## config.mk

```make
export PLATFORM = sky130hd
export DESIGN_NAME = cpu_test_monitor
export DESIGN_NICKNAME = d
export VERILOG_FILES = /design/src/rtl/cpu_test_monitor.sv
export SDC_FILE = /design/constraint.sdc
export NUM_CORES = 1
export LEC_CHECK = 0
export ABC_AREA = 1
export BUFFER_PORTS_ARGS = -buffer_cell sky130_fd_sc_hd__clkbuf_2
export CAP_MARGIN = 20
export CORE_UTILIZATION = 40
export DETAILED_ROUTE_END_ITERATION = 8
export PLACE_DENSITY_LB_ADDON = 0.15
export SETUP_SLACK_MARGIN = 0.3
export SYNTH_ARGS = -nofsm -noshare
export SYNTH_HDL_FRONTEND = slang
export SYNTH_SLANG_ARGS = --single-unit
export TNS_END_PERCENT = 100
```

## constraint.sdc

```tcl
create_clock -name clk -period 2.1 [get_ports clk]
set_input_delay 0.21 -clock clk [delete_from_list [all_inputs] [get_ports clk]]
set_output_delay 0.21 -clock clk [all_outputs]
set_load 0.02 [all_outputs]
```

## src/rtl/cpu_test_monitor.sv

```systemverilog
// End-of-test monitor: watches tohost stores, ebreak, PC self-loops and a cycle
// timeout, then reports a latched verdict after a drain window.
module cpu_test_monitor #(
   parameter int unsigned CNT_W          = 32,
   parameter int unsigned TIMEOUT_CYCLES = 100000,
   parameter int unsigned STALL_CYCLES   = 8,
   parameter int unsigned DRAIN_CYCLES   = 2,
   parameter logic [31:0] TOHOST_ADDR    = 32'h0000_0FFC
) (
   input  logic             clk,
   input  logic             rst_n,
   input  logic             ebreak,
   input  logic [31:0]      pc,
   input  logic [31:0]      memory_address,
   input  logic [31:0]      memory_write,
   input  logic [3:0]       memory_byte_enable,
   input  logic             memory_we,
   output logic             done,
   output logic             pass,
   output logic             fail,
   output logic [2:0]       reason,
   output logic [30:0]      result_code,
   output logic [CNT_W-1:0] cycle_count
);

   typedef enum logic [1:0] {S_RUN, S_DRAIN, S_DONE} state_t;
   typedef enum logic [2:0] {
      R_NONE    = 3'd0,
      R_TOHOST  = 3'd1,
      R_EBREAK  = 3'd2,
      R_LOOP    = 3'd3,
      R_TIMEOUT = 3'd4
   } reason_t;

   state_t           state_q;
   reason_t          reason_q, win_reason;
   logic             ebreak_q;
   logic [31:0]      pc_q;
   logic [31:0]      stall_q, stall_d;
   logic [31:0]      drain_q;
   logic [CNT_W-1:0] cnt_q, cnt_d;
   logic             done_q, pass_q, fail_q, verdict_q;
   logic [30:0]      result_q, win_result;
   logic             win_pass;
   logic             ev_tohost, ev_ebreak, ev_loop, ev_timeout, any_ev;

   always_comb begin
      ev_tohost  = memory_we && (memory_byte_enable == 4'hF) && (memory_address == TOHOST_ADDR);
      ev_ebreak  = ebreak && !ebreak_q;
      // stall_q counts prior equal cycles, so this cycle completes the run
      ev_loop    = (STALL_CYCLES != 0) && (pc == pc_q) && (stall_q >= STALL_CYCLES - 1);
      ev_timeout = (TIMEOUT_CYCLES != 0) && (cnt_q == CNT_W'(TIMEOUT_CYCLES - 1));

      win_reason = R_NONE;
      win_pass   = 1'b0;
      win_result = '0;
      if (ev_tohost) begin
         win_reason = R_TOHOST;
         win_pass   = (memory_write == 32'd1);
         win_result = memory_write[31:1];
      end else if (ev_ebreak) begin
         win_reason = R_EBREAK;
         win_pass   = 1'b1;
      end else if (ev_loop) begin
         win_reason = R_LOOP;
      end else if (ev_timeout) begin
         win_reason = R_TIMEOUT;
      end
      any_ev = (state_q == S_RUN) && (win_reason != R_NONE);

      if (pc != pc_q)
         stall_d = '0;
      else if (stall_q != '1)
         stall_d = stall_q + 32'd1;
      else
         stall_d = stall_q;

      cnt_d = ((state_q == S_RUN) && (cnt_q != '1)) ? cnt_q + 1'b1 : cnt_q;
   end

   always_ff @(posedge clk or negedge rst_n) begin
      if (!rst_n) begin
         state_q   <= S_RUN;
         reason_q  <= R_NONE;
         result_q  <= '0;
         ebreak_q  <= 1'b0;
         pc_q      <= '0;
         stall_q   <= '0;
         drain_q   <= '0;
         cnt_q     <= '0;
         done_q    <= 1'b0;
         pass_q    <= 1'b0;
         fail_q    <= 1'b0;
         verdict_q <= 1'b0;
      end else begin
         ebreak_q <= ebreak;
         pc_q     <= pc;
         stall_q  <= stall_d;
         cnt_q    <= cnt_d;
         case (state_q)
            S_RUN: begin
               if (any_ev) begin
                  reason_q  <= win_reason;
                  result_q  <= win_result;
                  verdict_q <= win_pass;
                  if (DRAIN_CYCLES == 0) begin
                     state_q <= S_DONE;
                     done_q  <= 1'b1;
                     pass_q  <= win_pass;
                     fail_q  <= !win_pass;
                  end else begin
                     state_q <= S_DRAIN;
                     drain_q <= DRAIN_CYCLES - 1;
                  end
               end
            end
            S_DRAIN: begin
               if (drain_q == '0) begin
                  state_q <= S_DONE;
                  done_q  <= 1'b1;
                  pass_q  <= verdict_q;
                  fail_q  <= !verdict_q;
               end else begin
                  drain_q <= drain_q - 32'd1;
               end
            end
            default: ;
         endcase
      end
   end

   assign done        = done_q;
   assign pass        = pass_q;
   assign fail        = fail_q;
   assign reason      = reason_q;
   assign result_code = result_q;
   assign cycle_count = cnt_q;

endmodule

```

======== Word-level counts from Yosys, hierarchy flattened ========
Index checks and enable logic that the tools add are counted.
storage, ports and cells
  register bits ........................... 169
  latch bits .............................. 0
  RAM bits ................................ 0
  bits in read-only memories .............. 0
  bits of input ports ..................... 104
  output and inout port bits .............. 69
  memories kept ........................... 0
operators by class
  $add $sub $neg .......................... 3
  multiply operators ...................... 0
  div/mod/pow operators ................... 0
  $lt $le $gt $ge ......................... 1
  equal/unequal tests ..................... 12
  shift-type cells ........................ 0
  multiplexer cells ....................... 15
  bitwise operators ....................... 0
  reductions and logical operators ........ 17
operators by type and width
  kind                                                                                  count
  32-bit 2-to-1 mux                                                                     4
  32-bit by 1-bit adder with 32-bit output, second input constant                       2
  32-bit inequality test, second input constant                                         2
  32-bit case mux with 2 select lines                                                   1
  32-bit by 1-bit equality test with 1-bit output, second input constant                1
  32-bit by 12-bit equality test with 1-bit output, second input constant               1
  32-bit by 17-bit equality test with 1-bit output, second input constant               1
  32-bit equality test                                                                  1
  32-bit by 3-bit greater-or-equal comparator with 1-bit output, second input constant  1
  32-bit logical NOT                                                                    1
  32-bit inequality test                                                                1
  32-bit by 1-bit subtractor with 32-bit output, second input constant                  1
  31-bit 2-to-1 mux                                                                     1
  3-bit 2-to-1 mux                                                                      4
  1-bit logical AND                                                                     6
  2-bit inequality test, second input constant                                          3
  3-bit AND reduction                                                                   2
  4-bit equality test, second input constant                                            1
  2-bit 2-to-1 mux                                                                      2
  2-bit case mux with 2 select lines                                                    1
  2-bit AND reduction                                                                   2
  2-bit nonzero test                                                                    2
  3-bit nonzero test                                                                    1
  2-bit by 1-bit equality test with 1-bit output, second input constant                 1
  3 further kinds                                                                       5

======== Longest topological paths before layout ========
Gate-level depths: netlist of run 1.
  depth after elaboration ................. 9
  depth in mapped cells ................... 14
  depth with buffers taken out ............ 12

======== Worst setup path before layout of run 1 ========
No wires, ideal clock.
  path type ............................... flip-flop to flip-flop
  start point ............................. register stall_q[0]
  end point ............................... register result_q[14], in the netlist result_code[14]
  library setup time ...................... 0.130 ns
  data arrival time ....................... 1.726 ns
  path slack .............................. 0.243 ns
  stages on the path, launching flop included .. 12
  buffers on the path ..................... 2
  clock period less this slack ............ 1.857 ns
  path through ............................ dfrtp_1 > ha_1 > buf_2 > a21oi_1 > nand4_1 > nor2_1 > nand3_1 > nand3_2 > nand3_2 > nand2_2 > clkbuf_1 > o21ai_1
on the way
  longest elaborated chain between the ends .. 8
ends and longest elaborated chain
  item                                                           line  RTL
  start: declaration                                             39    logic [31:0] stall_q, stall_d;
  start signal: assignment                                       98    stall_q <= stall_d;
  32-bit by 3-bit greater-or-equal comparator with 1-bit output  51    ev_loop = (STALL_CYCLES != 0) && (pc == pc_q) && (stall_q >= STALL_CYCLES - 1);
  1-bit logical AND                                              51
  3-bit 2-to-1 mux                                               64    end else if (ev_loop) begin
  3-bit 2-to-1 mux                                               61    end else if (ev_ebreak) begin
  3-bit 2-to-1 mux                                               57    if (ev_tohost) begin
  3-bit nonzero test                                             69    any_ev = (state_q == S_RUN) && (win_reason != R_NONE);
  1-bit logical AND                                              69
  2-bit AND reduction (no source line)                           --
  end signal: assignment                                         104   result_q <= win_result;
  end: declaration                                               43    logic [30:0] result_q, win_result;
No other way between the ends.
A chain may end at the register's enable or synchronous reset.

======== Worst setup path in the final report of run 1 ========
  start point ............................. register stall_q[1]
  end point ............................... register result_q[2], in the netlist result_code[2]
Same word-level chain as after synthesis.

==> flow_summary.toml, run 1 <==
[clock_tree]
cts_tree = "yes"
path_clk_slew_ns = 0.07
cts-root-buf = "clkbuf_16"
clkSinkCount = 169
cts_htree_levels = 4
numCtsBuffers = 17
clk_latency_ns = 0.44
clk_path_buf_depth = 2

[synth]
ys_top_cells_by_area = "dfrtp_1 46%, nand2_1 13%, nor2_1 7.0%, xor2_1 4.5%, inv_1 4.1%"
ys_seq_area_share_pct = 45.63
netlist.area_leader.share_pct = 45.63
synthTopCellsByCount = "322 x nand2_1, 173 x nor2_1, 169 x dfrtp_1, 101 x inv_1, 69 x nand3_1"
avgSynthCellArea_um2 = 7.750
synth_top_family_by_area = "simple AND/OR/NAND/NOR gates"
yosysMostFrequentCell = "nand2_1"
synth-compound-area-share_pct = 5.751
synth-async-reset-ratio_pct = 100.0
yosys-mux-area-fraction_pct = 0
synthFlopType = "dfrtp_1"
synthCells = 1196
synth_top_cell_by_area = "dfrtp_1"
ys_warn_count = 0
syn-cell-area_um2 = 9269
mappedNetlistNets = 1303
synthSimpleGateAreaFrac_pct = 33.69
synth_edf_count = 0
synth_xor_area_share_pct = 7.937
synthAdderAreaFrac_pct = 0.4050
synth_cell_types = 42
ys_seq_elements = 169

[setup_path]
end_kind = "flop"
crit_arrival_ns = 2.32
worstPathRequired_ns = 2.43
worstSetupPathType = "flop to flop"
crit_path_start_kind = "flop"
cp_max_fo = 8

[drt]
post_drt_wl_per_cell_um = 14.95
drc_errors = 0
routed_via_density = 5.080
routed_wl_um = 26960
dr_total_vias = 9159
antenna_left = 0
dr.pass1.iters = 5
drtIter0Drc = 548

[sta]
timing.setup.tns_ns = 0
rsz0062_at_grt = "yes"
relSlewSlack_pct = 62.31
setup_viol = 0
finalCritPeriodShare_pct = 94.87
fin_crit_ns = 1.992
fmax_ghz = 0.5019
whs_ns = 0.01934
worstMarginPinSlew_ns = 0.5653
finalHoldViolations = 0
final.setup_skew_ns = 0.01057
finalMaxSlewViolations = 0

[power]
power_density_nw_per_um2 = 521.0
combPwrFrac_pct = 5.1
p_sw_mw = 1.644
clockPowerShare_pct = 47.1
ir_worst_vdd_mv = 0.4750
seqPwrFrac_pct = 47.8
intPower_mw = 5.253
p_leak_nw = 6.441
switching_share_pct = 23.84

[placed_design]
dp_cells = 1657
dp_hpwl_um = 17980
numPortBuffers = 172
place_area_um2 = 10610
place_congestion = 0.8933

[layout]
post-route-util_pct = 58.29
final_area_um2 = 13240
drive_above_1_share_pct = 34.32
n_antenna_cell = 0
n_fill_cell = 2073
nets = 1612
syn_to_final_growth_pct = 42.80
final_cells = 1803

[floorplanning]
io_pins = 173
dieArea_um2 = 23790
die_h_um = 154.2
core-area_um2 = 22710
start_util_pct = 40.82
die_w_um = 154.2
num_rows = 55

[global_route]
gr-total-overflow = 0
grt_pass1_wl_um = 42520
grtUsageTotal_pct = 22.27
grt_antenna_before_repair = 0
grt_pass1_vias = 8603
grt_max_degree = 54

[min_path]
min_path_type = "primary input to flop"

[outcome]
status = "finished clean"

[job]
max_cap_violations = 0
==> timing repair <==
| action | in CTS | in global routing |
|---|---|---|
| pin swaps | 32 | 37 |
| resized for setup | 115 | 158 |
| hold buffers | 35 | 0 |
| gates cloned | 7 | 4 |
| endpoints found under the setup margin | 130 | 135 |
| setup buffers | 28 | 40 |
| endpoints found under the hold margin | 81 | 0 |
==> metrics by stage <==
stage	setup slack [ns]	power [mW]
global placement	0.04604	3.660
detailed placement	0.03912	3.664
finish	0.1076	6.897
floorplan	0.3146	3.447
CTS	0.1695	6.951
global route	0.03297	7.131
==> worst paths after layout <==
kind | startpoint | end | slack, ns | cells past startpoint
max reg2reg | stall_q[1] | result_code[2] | 0.11 | 11
max in group asynchronous | rst_n | cycle_count[22] | 1.02 | 3
min | memory_write[13] | result_code[12] | 0.02 | 3
min reg2reg | done | done | 0.48 | 1
max | stall_q[1] | result_code[2] | 0.11 | 11
min in group asynchronous | rst_n | pc_q[8] | 0.30 | 2
==> state kept, by name (all words and copies together) (netlist names), 2 cells and up <==
name	flops
drain_q	32
reason	3
state_q	2
pc_q	32
stall_q	32
cycle_count	32
result_code	31
==> cell usage in the layout, fill, tap and decap left out, drive strengths merged, types with 4 or more instances in the layout <==
cell         synthesis  layout
nand2              327     328
clkbuf               6     193
nor2               184     184
dfrtp              169     169
buf                 26     111
inv                104     110
nand3               74      74
o21ai               65      65
nand4               49      49
xor2                48      48
nor3                47      47
xnor2               36      36
dlygate4sd3          0      35
a21oi               21      21
nor4                19      19
clkinv               1       5
a31oi                4       4
==> kinds of logic (layout without fill, tap and decap cells) <==
family / after synthesis / after routing
buffers and inverters: 137 / 458
AO/OA/AOI/OAI: 97 / 97
AND/OR/NAND/NOR: 706 / 707
adder cells (fa/ha/maj): 3 / 3
flip-flops: 169 / 169
XOR/XNOR: 84 / 84
==> final cells by class <==
class	count	area, um2	area share [%]
Clock inverter	14	163.9	1.238
Sequential cell	169	4252	32.12
Inverter	105	421.7	3.186
Timing Repair Buffer	321	2426	18.33
Clock buffer	18	429.2	3.242
Tap cell	285	356.6	2.694
Multi-Input combinational cell	891	5187	39.19
==> critical path, cell delays in order, from the launching register on <==
cell and delay (ns):
dfrtp_1 0.43, ha_4 0.20, a21oi_2 0.11, nand4_1 0.10
nor2_1 0.15, nand3_2 0.14, nand3_4 0.14, nand3_4 0.11
nand2_8 0.15, buf_6 0.13, clkbuf_16 0.16, o21ai_2 0.06
==> metal layers <==
| layer | vias to the layer above | wire length [um] | GRT usage (%) | share of wire (%) |
|---|---|---|---|---|
| li1 | 4512 | - | - | - |
| met1 | 4344 | 11760 | 29.03 | 44 |
| met2 | 271 | 13540 | 38.29 | 50 |
| met3 | 32 | 1282 | 3.670 | 4.8 |
| met4 | 0 | 380 | 5.952 | 1.4 |
| met5 | - | 0 | 0 | 0 |
==> power by group through the flow <==
stage                     registers [mW]  logic (mW)  clock network [mW]
final                               3.30       0.351                3.25
after global routing                3.30       0.398                3.43
after CTS                           3.30       0.356                3.30
after detailed placement            3.36       0.301                   0
after global placement              3.36       0.299                   0
after floorplan                     3.36      0.0856                   0
Note: power is estimated with default switching activity, not from simulation.
==> inputs of run 2 (changes only) <==
- REMOVE_ABC_BUFFERS: unset -> 1
- clock period: 2.1 -> 2.46 ns (I/O delays scaled with it)
==> run 2 against run 1 <==
  * Power fell by 15%
  * Combinational power fell by 17%
  * Worst setup slack gained 0.29 ns
  * Sequential share of layout area grew 4.6 points
  * Die area unchanged
  * Non-clock buffer count fell by 94
  * First-iteration DRC count down 13%
  * Largest power group unchanged
  * Clock power is 15% lower
  * Global-route usage down 0.48 points
==> flow_summary.toml, run 2 (synthesis gave the netlist of run 1 again) <==
[sta]
finalHoldViolations = 0
setup_viol = 0
finalMaxSlewViolations = 0
rsz0062_at_grt = "yes"
fin_crit_ns = 2.058
timing.setup.tns_ns = 0
worstMarginPinSlew_ns = 0.9410
final.setup_skew_ns = 0.02060
fmax_ghz = 0.4859
timing.final.ws_setup_ns = 0.4019
finalCritPeriodShare_pct = 83.66
relSlewSlack_pct = 37.20

[global_route]
grt_pass1_wl_um = 41670
gr-total-overflow = 0
grt_antenna_before_repair = 0
grt_max_degree = 65
grt_pass1_vias = 8349
grtUsageTotal_pct = 21.79

[drt]
dr_wl_met2_um = 12170
dr.pass1.iters = 6
post_drt_wl_per_cell_um = 14.75
top_layer_used = "met4"
dr_total_vias = 8546
routed_via_density = 5.001
routed_wl_um = 25210
drc_errors = 0
wl_met1_um = 11750
drtIter0Drc = 475
wl_met3_um = 1046
antenna_left = 0

[layout]
n_antenna_cell = 0
multiInputGateArea_um2 = 4493
drive_above_1_share_pct = 18.82
syn_to_final_growth_pct = 24.19
n_fill_cell = 2252
mostFrequentLayoutCell = "nand2_1"
layout_common_cells = "322 x nand2_1, 172 x nor2_1, 171 x clkbuf_2"
nets = 1518
seq_area_um2 = 4229

[clock_tree]
cts-root-buf = "clkbuf_16"
numCtsBuffers = 17
clkSinkCount = 169
cts_tree = "yes"
cts_htree_levels = 4
clk_path_buf_depth = 2
path_clk_slew_ns = 0.08
clk_latency_ns = 0.44

[floorplanning]
core-area_um2 = 22710
dieArea_um2 = 23790
die_w_um = 154.2
start_util_pct = 40.82
io_pins = 173
die_h_um = 154.2
num_rows = 55

[placed_design]
dp_hpwl_um = 18220
pre_cts_ws_ns = 0.3660
place_congestion = 0.9343
numPortBuffers = 172

[setup_path]
crit_arrival_ns = 2.36
r2r_start = "cycle_count[0]"
startpoint = "cycle_count[0]"
crit_path_start_kind = "flop"
worstPathRequired_ns = 2.76
cp_max_fo = 32
end_kind = "flop"
rrSetupSlack_ns = 0.40
r2r-end = "result_code[12]"
worstSetupPathType = "flop to flop"
reg2regPathDepth = 11

[power]
power_density_nw_per_um2 = 508.7
power_mw = 5.855
p_leak_nw = 5.712
ir_worst_vdd_mv = 0.3892

[min_path]
hp-start = "memory_write[29]"
whs_path_depth = 3
min_path_type = "primary input to flop"
worstHoldEndpoint = "result_code[28]"

[outcome]
status = "finished clean"

[job]
max_cap_violations = 0
run 2: metrics by stage:
stage                     instance area (um2)  cells  hold slack [ns]  util [%]
after floorplan                          9057   1164         -0.04959         -
after global routing                    11510   1709          0.05590     50.69
after detailed placement                10460   1640           0.2804     46.07
after global placement                  10460   1640           0.2853     46.07
after CTS                               11390   1706          0.04924     50.17
final                                   11510   1709          0.05473     50.69
run 2: report_power, final:
| group | internal [mW] | switching, mW | total, mW | leakage (nW) |
|---|---|---|---|---|
| Sequential | 2.80 | 0.0124 | 2.82 | 2.27 |
| Combinational | 0.147 | 0.145 | 0.293 | 3.16 |
| Clock | 1.52 | 1.22 | 2.75 | 0.281 |
| Total | 4.47 | 1.38 | 5.86 | 5.71 |
run 2: cell type report:
| class | count | share of cell area, % |
|---|---|---|
| sequential | 169 | 36.74 |
| clock buffer | 18 | 3.728 |
| tap | 285 | 3.098 |
| multi-input combinational | 891 | 39.03 |
| clock inverter | 14 | 1.413 |
| inverter | 105 | 3.511 |
| timing repair buffer | 227 | 12.48 |
run 2: worst max-delay path by stage:
stage               cells past startpoint         endpoint
floorplan                              10       drain_q[0]
global placement                       10   result_code[6]
detailed placement                     11  result_code[25]
CTS                                    11  result_code[12]
global route                           11  result_code[12]
finish                                 11  result_code[12]
run 2: what timing repair did:
item                                    CTS  global route
endpoints found under the hold margin    93             0
gates resized for setup                   0            15
buffers inserted                          0             0
endpoints found under the setup margin    0           100
hold buffers                             34             0
run 2: worst max-delay path, stage by stage (launching register included):
cell	delay, ns
dfrtp_1	0.40
ha_1	0.22
nand2_1	0.11
nor2_1	0.14
nand3_1	0.12
nor2_1	0.22
nor2_2	0.09
nand3_2	0.11
nand2_4	0.11
buf_12	0.18
nand2_1	0.08
o21ai_0	0.10
run 2: metal layers:
| layer | vias to the layer above | GRT usage, % |
|---|---|---|
| met4 | 0 | 4.667 |
| li1 | 4316 | - |
| met3 | 21 | 4.483 |
| met1 | 4038 | 28.73 |
| met2 | 171 | 36.93 |
| met5 | - | 0 |
==> inputs of run 3 (changes only) <==
- clock period: 2.46 -> 2 ns (I/O delays scaled with it)
==> run 3 against run 2 <==
  * The flow now finishes with violations (hold timing)
  * Critical path depth did not move
  * Worst hold slack got worse by 0.057 ns
  * Critical endpoint is now result_code[1]
  * Largest power group unchanged
  * Sequential cell count unchanged
==> flow_summary.toml, run 3 (synthesis gave the netlist of run 1 again) <==
[clock_tree]
cts_tree = "yes"
clkSinkCount = 169
clk_path_buf_depth = 2
path_clk_slew_ns = 0.07
clk_latency_ns = 0.44
cts-root-buf = "clkbuf_16"
numCtsBuffers = 17
cts_htree_levels = 4

[setup_path]
crit_path_start_kind = "flop"
critPathSlowestCell = "dfrtp_1"
cp.depth = 11
crit_arrival_ns = 2.26
cp_top_family = "simple AND/OR/NAND/NOR gates"
worstSetupPathType = "flop to flop"
reg2regPathDepth = 11
slowest_delay_ns = 0.40
end_kind = "flop"
crit_top_cell = "nand3_4"
path_cells = "inv_1 -> nand4_1 -> nor2_4 -> nand2_1 -> nand3_2 -> nand3_4 -> nand3_4 -> nand2_8 -> clkbuf_16 -> nand2_4 -> o21ai_2"
cp.buffers_inverters = 2
worstPathRequired_ns = 2.33
cp_max_fo = 5

[power]
power_mw = 7.291
power_density_nw_per_um2 = 518.7
ir_worst_vdd_mv = 0.4346
p_leak_nw = 6.948

[sta]
finalMaxSlewViolations = 0
relSlewSlack_pct = 64.59
setup_viol = 0
fmax_ghz = 0.5188
finalHoldViolations = 1
rsz0062_at_grt = "yes"
worstMarginPinSlew_ns = 0.5311
final.setup_skew_ns = 0.008244
finalCritPeriodShare_pct = 96.38
whs_ns = -0.001778
fin_crit_ns = 1.928

[placed_design]
dp_hpwl_um = 19210
dp_cells = 1692
place_congestion = 0.9394
numPortBuffers = 172

[floorplanning]
core-area_um2 = 22710
die_h_um = 154.2
dieArea_um2 = 23790
start_util_pct = 40.82
die_w_um = 154.2
io_pins = 173
num_rows = 55

[layout]
nets = 1640
n_antenna_cell = 0
final_cells = 1831
mostFrequentLayoutCell = "nand2_1"
drive_above_1_share_pct = 39.26
n_fill_cell = 1965
post-route-util_pct = 61.90
syn_to_final_growth_pct = 51.65
layout_common_cells = "234 x nand2_1, 171 x clkbuf_2, 164 x dfrtp_1"

[drt]
dr.pass1.iters = 5
routed_via_density = 5.178
post_drt_wl_per_cell_um = 16.25
drc_errors = 0
antenna_left = 0
routed_wl_um = 29760
dr_total_vias = 9481
drtIter0Drc = 596

[global_route]
grt_antenna_before_repair = 0
gr-total-overflow = 0
grt_pass1_wl_um = 45100
grt_max_degree = 70
grtUsageTotal_pct = 23.64
grt_pass1_vias = 9327

[job]
max_cap_violations = 0

[min_path]
whs_path_depth = 3
min_path_type = "primary input to flop"

[outcome]
status = "finished with violations"
violations = "hold timing"
-- run 3: timing repair --
action                     in CTS  in global routing
hold endpoints to repair      206                  0
gates cloned                    6                 14
setup endpoints to repair     134                136
buffers inserted               22                 27
gates resized for setup        83                305
hold buffers                   38                  0
pin swaps                      27                 54
-- run 3: area by class of cell --
class / count / area [um2] / area share, %
timing repair inverter: 1 / 16.27 / 0.1157
tap: 285 / 356.6 / 2.537
clock inverter: 14 / 175.2 / 1.246
sequential: 169 / 4235 / 30.13
multi-input combinational: 894 / 5660 / 40.27
timing repair buffer: 345 / 2744 / 19.52
clock buffer: 18 / 439.2 / 3.124
inverter: 105 / 429.2 / 3.053
-- run 3: power by group --
part | switching [mW] | total (mW) | internal, mW | leakage (nW)
logic | 0.186 | 0.376 | 0.190 | 4.39
clock network | 1.62 | 3.45 | 1.84 | 0.298
registers | 0.0150 | 3.46 | 3.45 | 2.26
-- run 3: final timing paths --
| check | from | to | slack (ns) |
|---|---|---|---|
| min | memory_write[14] | result_code[13] | -0.002 |
| max | stall_q[27] | result_code[1] | 0.07 |
| min in group asynchronous | rst_n | pc_q[19] | 0.32 |
| min reg2reg | done | done | 0.48 |
| max reg2reg | stall_q[27] | result_code[1] | 0.07 |
| max in group asynchronous | rst_n | stall_q[25] | 1.19 |
-- run 3: per-stage QoR --
stage	instance area (um2)	hold WS [ns]	TNS [ns]	setup WS (ns)
after floorplan	9057	-0.09559	-15.87	-0.3009
after global placement	10900	0.2256	0	0.04437
after detailed placement	10900	0.2228	0	0.003227
after CTS	12510	0.0009182	0	0.1212
after global routing	14060	0.003362	-1.231	-0.04229
final	14060	-0.001778	0	0.07235
-- run 3: per-layer routing --
| layer | up-vias | track usage (%) | share of wire (%) |
|---|---|---|---|
| li1 | 4567 | - | - |
| met1 | 4562 | 29.19 | 42 |
| met2 | 277 | 41.30 | 50 |
| met3 | 75 | 4.623 | 5.1 |
| met4 | 0 | 7.952 | 2.9 |
| met5 | - | 0 | 0 |
-- run 3: worst reg2reg max path, stage by stage, from the launching register on --
cell       delay, ns
dfrtp_1         0.40
inv_1           0.16
nand4_1         0.15
nor2_4          0.21
nand2_1         0.10
nand3_2         0.10
nand3_4         0.11
nand3_4         0.16
nand2_8         0.13
clkbuf_16       0.19
nand2_4         0.05
o21ai_2         0.04
